## src/rtl/raddr_empty_gray.sv

```systemverilog
// raddr_empty_gray: FIFO read-side pointer, registered empty/almost-empty/level flags.
// Define RADDR_UNDERFLOW_FLAG_EN to build the sticky underflow_err register.
module raddr_empty_gray #(
  parameter int ADDR_WIDTH    = 4,
  parameter int AEMPTY_THRESH = 2
) (
  input  logic                  rclk,
  input  logic                  r_rst,
  input  logic                  re,
  input  logic [ADDR_WIDTH:0]   wptr_gray_sync,
  output logic [ADDR_WIDTH-1:0] raddr,
  output logic [ADDR_WIDTH:0]   rptr_gray,
  output logic                  empty,
  output logic                  almost_empty,
  output logic [ADDR_WIDTH:0]   rd_level,
  output logic                  rd_ack,
  output logic                  underflow_err
);
  localparam int W = ADDR_WIDTH + 1;
  logic [W-1:0] rbin_q, rbin_d, rptr_gray_q, rptr_gray_d, rd_level_q, rd_level_d, wbin;
  logic         empty_q, empty_d, almost_empty_q, almost_empty_d;
  assign rd_ack = re & ~empty_q;
  always_comb begin
    wbin[W-1] = wptr_gray_sync[W-1];
    for (int i = W - 2; i >= 0; i--) wbin[i] = wbin[i+1] ^ wptr_gray_sync[i];
    rbin_d         = rbin_q + W'(rd_ack);
    rptr_gray_d    = rbin_d ^ (rbin_d >> 1);
    rd_level_d     = wbin - rbin_d;
    empty_d        = rptr_gray_d == wptr_gray_sync;
    almost_empty_d = rd_level_d <= W'(AEMPTY_THRESH);
  end
  always_ff @(posedge rclk) begin
    if (r_rst) begin
      rbin_q         <= '0;
      rptr_gray_q    <= '0;
      rd_level_q     <= '0;
      empty_q        <= 1'b1;
      almost_empty_q <= 1'b1;
    end else begin
      rbin_q         <= rbin_d;
      rptr_gray_q    <= rptr_gray_d;
      rd_level_q     <= rd_level_d;
      empty_q        <= empty_d;
      almost_empty_q <= almost_empty_d;
    end
  end
`ifdef RADDR_UNDERFLOW_FLAG_EN
  logic underflow_q, underflow_d;
  assign underflow_d = underflow_q | (re & empty_q);
  always_ff @(posedge rclk) underflow_q <= r_rst ? 1'b0 : underflow_d;
  assign underflow_err = underflow_q;
`else
  assign underflow_err = 1'b0;
`endif
  assign raddr        = rbin_q[ADDR_WIDTH-1:0];
  assign rptr_gray    = rptr_gray_q;
  assign empty        = empty_q;
  assign almost_empty = almost_empty_q;
  assign rd_level     = rd_level_q;
endmodule
```

## config.mk

```make
export PLATFORM = sky130hd
export DESIGN_NAME = raddr_empty_gray
export DESIGN_NICKNAME = d
export VERILOG_FILES = /design/src/rtl/raddr_empty_gray.sv
export SDC_FILE = /design/constraint.sdc
export NUM_CORES = 1
export LEC_CHECK = 0
export CAP_MARGIN = 40
export CORE_MARGIN = 3
export CORE_UTILIZATION = 41
export DETAILED_ROUTE_END_ITERATION = 10
export PLACE_DENSITY = 0.74
export SKIP_CTS_REPAIR_TIMING = 1
export SYNTH_ARGS = -nofsm -noshare
export SYNTH_HDL_FRONTEND = slang
export SYNTH_SLANG_ARGS = --single-unit
export TNS_END_PERCENT = 30
```

## constraint.sdc

```tcl
create_clock -name rclk -period 2.8 [get_ports rclk]
set_input_delay 0.42 -clock rclk [delete_from_list [all_inputs] [get_ports rclk]]
set_output_delay 0.42 -clock rclk [all_outputs]
set_load 0.02 [all_outputs]
```

-- Yosys cells after proc, flatten, opt, wreduce, memory -nomap -nowiden
Cells that the tools add are included.
- bits in writable memories: 0
- flip-flop bits (word level): 17
- word-level logic and storage cells: 16
- latch bits: 0
- bits in read-only memories: 0
- output and inout port bits: 18
- memories: 0
- magnitude comparators: 1
- shift-type cells: 0
- $add $sub $neg: 2
- multiply operators: 0
- div/mod/pow operators: 0
- eq/ne operators: 1
- bitwise gates (word level): 7
- reduce and logical (&&, ||, !) cells: 0
- muxes and demuxes: 0
- operators by type and width (kind ; count):
    5-bit by 1-bit adder with 5-bit output ; 1
    5-bit equality test ; 1
    5-bit by 2-bit <= comparator with 1-bit output, second input constant ; 1
    5-bit subtractor ; 1
    5-bit by 4-bit bitwise XOR with 5-bit output ; 1
    1-bit bitwise XOR ; 4
    1-bit AND ; 1
    1-bit inverter ; 1

-- Longest topological paths before layout
Gate-level depths: netlist of run 1.
- depth after elaboration: 6
- gate-level depth with buffers: 10
- mapped depth without buffers: 10

-- Worst setup path before layout of run 1
No wires, ideal clock.
- kind: input to register
- start: in re
- end: reg almost_empty_q, in the netlist almost_empty
- setup time: 103 ps
- setup slack: -299 ps
- data arrival time: 2996 ps
- stages: 9
- path through: nor2b_1 > ha_1 > xor2_1 > inv_1 > fa_1 > and2_1 > a221o_1 > xor2_1 > a2111oi_2
- longest elaborated chain between the ends: 4
- RTL lines (what ; RTL line ; RTL):
    start: declaration ; 9 ; input logic re,
    1-bit AND ; 22 ; assign rd_ack = re & ~empty_q;
    5-bit by 1-bit adder with 5-bit output ; 26 ; rbin_d = rbin_q + W'(rd_ack);
    5-bit subtractor ; 28 ; rd_level_d = wbin - rbin_d;
    5-bit by 2-bit <= comparator with 1-bit output ; 30 ; almost_empty_d = rd_level_d <= W'(AEMPTY_THRESH);
    end signal: assignment ; 44 ; almost_empty_q <= almost_empty_d;
    end: declaration ; 21 ; logic empty_q, empty_d, almost_empty_q, almost_empty_d;
Every way passes these cells.
A chain may end at the register's enable or synchronous reset.

-- Worst setup path in the final report of run 1
- start: in wptr_gray_sync[3]
- end: reg almost_empty_q, in the netlist almost_empty
- longest elaborated chain between the ends: 6
- RTL lines (what ; RTL line ; RTL):
    start: declaration ; 10 ; input logic [ADDR_WIDTH:0] wptr_gray_sync,
    1-bit bitwise XOR * ; 25 ; for (int i = W - 2; i >= 0; i--) wbin[i] = wbin[i+1] ^ wptr_gray_sync[i];
    1-bit bitwise XOR (3 in series) ; 25 ;
    5-bit subtractor * ; 28 ;
    5-bit by 2-bit <= comparator with 1-bit output * ; 30 ;
Mark *: on every way between the ends. The rest lies on a longest branch, timed or not.

==> impl_metrics.ini, run 1 <==
[floorplanning]
die_x_um = 52.6
die_h_um = 52.6
coreArea_mm2 = 0.00200
die-area_mm2 = 0.00276
initial_core_util = 0.444
row_count = 16
ios = 26

[synthesis]
ys_seq_area_frac = 0.360
yosys.area.top_type = dfxtp_1
avgSynthCellArea_um2 = 10.1
yosysWarnings = 0
syn_inst = 88
syn_nets = 103
synth_seq_cells = 16
syn_area_um2 = 890
synth.top_cell.area_share = 0.360
netlist-cell-type-count = 31
ys_top_cells_by_area = dfxtp_1, xor2_1, xnor2_1

[finish]
area_growth_pct = 57.8
mostFrequentLayoutCells = buf_4, clkdlybuf4s50_1, dfxtp_1, nor2_1, xnor2_1
antenna_cells = 0
drive_above_1_share = 0.304
finalNetCount = 151
utilization = 0.701
fillerInstances = 147
fin_cells = 162
layout_commonest_cell = buf_4

[detailed_routing]
ant_nets = 0
wirelength_um = 2020
wl_per_cell_um = 12.5
drc_errors = 0
dr_total_vias = 748
vias_per_cell = 4.62
drtIter0Drc = 13
drtPass1Iterations = 4

[global_route]
grt-ovfl-total = 0
grt_pass1_wl_um = 3390
grt_max_degree = 16
first_global_vias = 735
antenna_found_initial = 0
track_usage = 0.170

[clock_tree]
clkSinkCount = 16
clock_latency_ns = 0.29
clockBufferDepth = 2
path_clk_slew_ns = 0.10
cts_max_level = 1
cts_buffers = 3
root_buffer = clkbuf_4
tritoncts = built

[place]
hpwlAfterDp_um = 1630
portBuffers = 24
dp.cells = 155
place.gp.congestion = 0.802

[power]
comb_power_share = 0.388
finalPower_uw = 677
powerDensity_mw_per_mm2 = 483
netSwitchingFraction = 0.295
p_sw_uw = 200
p_leak_nw = 0.610
clock_power_share = 0.229
sequentialPowerShare = 0.383
ir_drop_v = 0.000355
intPower_uw = 477

[timing]
tightest_slew_ns = 0.547
slew_viol_final = 0
finalSetupViolCount = 0
timing.final.crit_share = 0.971
clock_skew_ns = 0.00328
finalCriticalPeriod_ns = 2.72
finalSetupTns_ns = 0
finalHoldViolCount = 0
rsz0062_at_grt = yes
slew_headroom = 0.634
fmax_mhz = 368

[setup_path]
cp_max_fo = 2
start_kind = input port
slowest_stage = xor3_2
reg2reg_depth = 9
crit_start = wptr_gray_sync[3]
crit_chain = clkbuf_2 -> xor3_2 -> xor2_2 -> xnor2_1 -> ha_2 -> inv_2 -> fa_2 -> and2_4 -> a221o_1 -> xor2_1 -> a2111oi_2
end_kind = register
required_ns = 2.99
reg2reg_slack_ns = 0.37
reg2reg_from = empty$_SDFF_PP1_
slowest_delay_ns = 0.42
critPathKind = input port to register
crit_arrival_ns = 2.91
r2r-end = almost_empty$_SDFF_PP1_
crit_end = almost_empty$_SDFF_PP1_

[outcome]
status = finished clean

[worst_hold_path]
hold_class = register to register
whs_path_depth = 2

[flow_run]
cap_violations = 0
-- cells in the mapped netlist --
library cell  number
or2_2              1
nand3_1            2
o211a_1            1
inv_1              4
xnor3_1            1
buf_4              1
xor3_2             1
and2_1             3
clkbuf_1           2
o21ai_0            1
mux2i_1            1
fa_1               1
nor2_1            10
nand4b_1           1
nor3_1             1
o211ai_1           1
and2_0             1
xor2_1            10
conb_1             1
dfxtp_1           16
ha_1               6
a21boi_0           1
a41o_1             1
nand3b_1           1
nor2b_1            5
xnor2_1            9
a221o_1            1
a2111oi_2          1
nand2_1            1
o2bb2ai_1          1
nor3b_1            1
-- sequential cells by signal, indices dropped and copies added (netlist names) --
name,flops
empty,1
rptr_gray,4
rbin_q,5
almost_empty,1
rd_level,5
-- metrics by stage --
step           area (um2)  setup slack (ns)  hold WS (ns)
6_report             1400            0.0798         0.628
5_1_grt              1400           -0.0340         0.671
4_1_cts              1350            -0.367         0.626
3_5_place_dp         1310            -0.674         0.603
3_3_place_gp         1310            -0.554         0.590
2_1_floorplan         910           -0.0789         0.492
-- cells by family (layout without fill, tap and decap cells) --
group                      after synthesis  in the layout  share of synthesized area
DFF                                     16             16                      0.360
adders and majority gates                7              7                      0.107
other                                    1              1                    0.00422
buffers and inverters                    7             54                     0.0338
AOI/OAI and AO/OA                        8              8                     0.0830
and+or+nand+nor                         27             27                      0.160
muxes                                    1              1                     0.0113
xor gates and xnor gates                21             21                      0.241
-- final cells by class --
type                    instances  area [um2]  share of cell area
clock buffers                   4        36.3              0.0258
inverters                       4        15.0              0.0107
flip-flops and latches         16         320               0.228
multi-input cells              65         594               0.423
repair buffers                 46         404               0.288
well taps                      27        33.8              0.0241
-- worst min path at each step --
stage | start | endpoint
finish | rbin_q[4]$_SDFF_PP0_ | rbin_q[4]$_SDFF_PP0_
floorplan | r_rst | rbin_q[0]$_SDFF_PP0_
CTS | rbin_q[4]$_SDFF_PP0_ | rbin_q[4]$_SDFF_PP0_
detailed placement | rbin_q[4]$_SDFF_PP0_ | rbin_q[4]$_SDFF_PP0_
global placement | rbin_q[4]$_SDFF_PP0_ | rbin_q[4]$_SDFF_PP0_
global route | rbin_q[4]$_SDFF_PP0_ | rbin_q[4]$_SDFF_PP0_
-- layer usage --
layer  routed length (um)  GRT usage  up-vias  share of wire
met4                   16     0.0638        0         0.0079
met5                    0          0        -              0
met2                 1120      0.324       17           0.55
met3                   65     0.0171        2          0.032
li1                     -          -      380              -
met1                  821      0.190      349           0.41
-- power by group through the flow --
stage | sequential (mW) | combinational (mW) | clock (mW)
after global placement | 0.264 | 0.244 | 0
after global routing | 0.263 | 0.287 | 0.166
final | 0.260 | 0.263 | 0.155
after detailed placement | 0.265 | 0.250 | 0
after CTS | 0.259 | 0.252 | 0.159
after floorplan | 0.295 | 0.108 | 0
-- critical path: cells and delay by family --
kind	cells	cell delay, ns
xor gates and xnor gates	4	0.96
buffers and inverters	2	0.15
adders and majority gates	2	0.57
AOI/OAI and AO/OA	2	0.66
and+or+nand+nor	1	0.14
(Power assumes the default switching activity.)
==> run 2, diff against run 1 <==
--- a/config.mk
+++ b/config.mk
@@ -7,9 +7,9 @@
 export LEC_CHECK = 0
 export CAP_MARGIN = 40
 export CORE_MARGIN = 3
-export CORE_UTILIZATION = 41
+export CORE_UTILIZATION = 49
 export DETAILED_ROUTE_END_ITERATION = 10
-export PLACE_DENSITY = 0.74
+export PLACE_DENSITY = 0.82
 export SKIP_CTS_REPAIR_TIMING = 1
 export SYNTH_ARGS = -nofsm -noshare
 export SYNTH_HDL_FRONTEND = slang
==> constraint.sdc (replaced) <==
create_clock -name rclk -period 3.4 [get_ports rclk]
set_input_delay 0.51 -clock rclk [delete_from_list [all_inputs] [get_ports rclk]]
set_output_delay 0.51 -clock rclk [all_outputs]
set_load 0.02 [all_outputs]
==> run 2 against run 1 <==
  * Sequential cell count is the same
  * Clock power down 19%
  * First-iteration DRC count shrank 62%
  * Worst hold slack worse by 0.0085 ns
  * Clock-buffer cell count stayed put
  * Largest cell class unchanged
  * Largest power group is now sequential cells
==> impl_metrics.ini, run 2 (synthesized netlist as in run 1, its figures left out) <==
[worst_hold_path]
whs_path_depth = 2
hold_class = register to register
worstHoldEndpoint = rbin_q[4]$_SDFF_PP0_
worstHoldStart = rbin_q[4]$_SDFF_PP0_

[clock_tree]
path_clk_slew_ns = 0.10
cts_buffers = 3
root_buffer = clkbuf_4
cts_max_level = 1
clockBufferDepth = 2
clkSinkCount = 16
tritoncts = built
clock_latency_ns = 0.29

[timing]
finalHoldViolCount = 0
slew_headroom = 0.640
finalSetupViolCount = 0
finalCriticalPeriod_ns = 3.35
slew_viol_final = 0
timing.final.crit_share = 0.985
fmax_mhz = 299
tightest_slew_ns = 0.538
holdWs_ns = 0.619
clock_skew_ns = 0.00668

[detailed_routing]
vias_per_cell = 4.76
ant_nets = 0
wl_per_cell_um = 13.3
dr_total_vias = 695
drtIter0Drc = 5
drc_errors = 0
wirelength_um = 1940
drtPass1Iterations = 4

[setup_path]
critPathBufInv = 2
slowest_stage = clkdlybuf4s50_1
crit_family = XOR/XNOR gates
cp_max_fo = 2
start_kind = input port
end_kind = register
reg2reg_slack_ns = 0.63
crit_arrival_ns = 3.54
reg2reg_depth = 9
r2r-end = almost_empty$_SDFF_PP1_
required_ns = 3.59
slowest_delay_ns = 0.49
critPathKind = input port to register
crit_chain = clkdlybuf4s50_1 -> xor3_2 -> xor2_2 -> xnor2_1 -> ha_1 -> inv_1 -> fa_1 -> and2_1 -> a221o_1 -> xor2_1 -> a2111oi_2
reg2reg_from = empty$_SDFF_PP1_

[finish]
area_growth_pct = 41.2
layout_commonest_cell = clkdlybuf4s50_1
final_area_mm2 = 0.00126
finalNetCount = 138
antenna_cells = 0
fillerInstances = 122
mostFrequentLayoutCells = clkdlybuf4s50_1, dfxtp_1, nor2_1
utilization = 0.780
drive_above_1_share = 0.139

[floorplanning]
initial_core_util = 0.552
ios = 26
coreArea_mm2 = 0.00161
row_count = 14
die-area_mm2 = 0.00236
die_h_um = 48.6
die_x_um = 48.6

[global_route]
grt_max_degree = 16
track_usage = 0.187
grt_pass1_wl_um = 3350
use_met2 = 0.296
antenna_found_initial = 0
grt-ovfl-total = 0
grt_use_met1 = 0.219
first_global_vias = 727
grt_use_met3 = 0.0337
grt.busiest_layer = met2

[power]
powerDensity_mw_per_mm2 = 426
finalPower_uw = 535
p_leak_nw = 0.528
ir_drop_v = 0.000363

[flow_run]
cap_violations = 0

[place]
hpwlAfterDp_um = 1500
place.gp.congestion = 0.857
placed_area_mm2 = 0.00121
portBuffers = 24

[outcome]
status = finished clean
-- run 2: metal layers --
metal  part of all wire  vias up
met3              0.026        4
li1                   -      357
met2               0.49       14
met1               0.45      320
met5                  0        -
met4              0.032        0
-- run 2: tightest hold or removal path: cells and delay by family (launching register included) --
kind / cells / cell delay, ns
and+or+nand+nor: 1 / 0.05
DFF: 1 / 0.37
xor gates and xnor gates: 1 / 0.17
-- run 2: stage by stage --
stage | instances | setup slack [ns] | TNS (ns)
finish | 146 | 0.0524 | 0
floorplan | 88 | 0.211 | 0
detailed placement | 142 | -0.208 | -0.258
global placement | 142 | -0.0900 | -0.0900
global route | 146 | -0.0780 | -0.0780
CTS | 146 | 0.0978 | 0
-- run 2: worst max path at each step --
stage	depth (start not counted)	to	startpoint	slack (ns)
after floorplan	9	almost_empty$_SDFF_PP1_	re	0.21
after global placement	11	almost_empty$_SDFF_PP1_	wptr_gray_sync[4]	-0.09
after detailed placement	11	almost_empty$_SDFF_PP1_	wptr_gray_sync[4]	-0.21
after CTS	11	almost_empty$_SDFF_PP1_	wptr_gray_sync[4]	0.1
after global routing	11	almost_empty$_SDFF_PP1_	wptr_gray_sync[4]	-0.08
final	11	almost_empty$_SDFF_PP1_	wptr_gray_sync[4]	0.05
-- run 2: cell type report --
class,count,area (um2),area share
clock buffer,4,36.3,0.0289
inverter,4,15.0,0.0120
multi-input combinational,65,547,0.435
sequential,16,320,0.255
tap,24,30.0,0.0239
timing repair buffer,33,308,0.245
-- run 2: power breakdown --
group          leakage, nW  internal [mW]  switching [mW]  total [mW]
clock network       0.0210         0.0653          0.0611       0.126
registers            0.132          0.207         0.00549       0.212
logic                0.376          0.103          0.0932       0.196
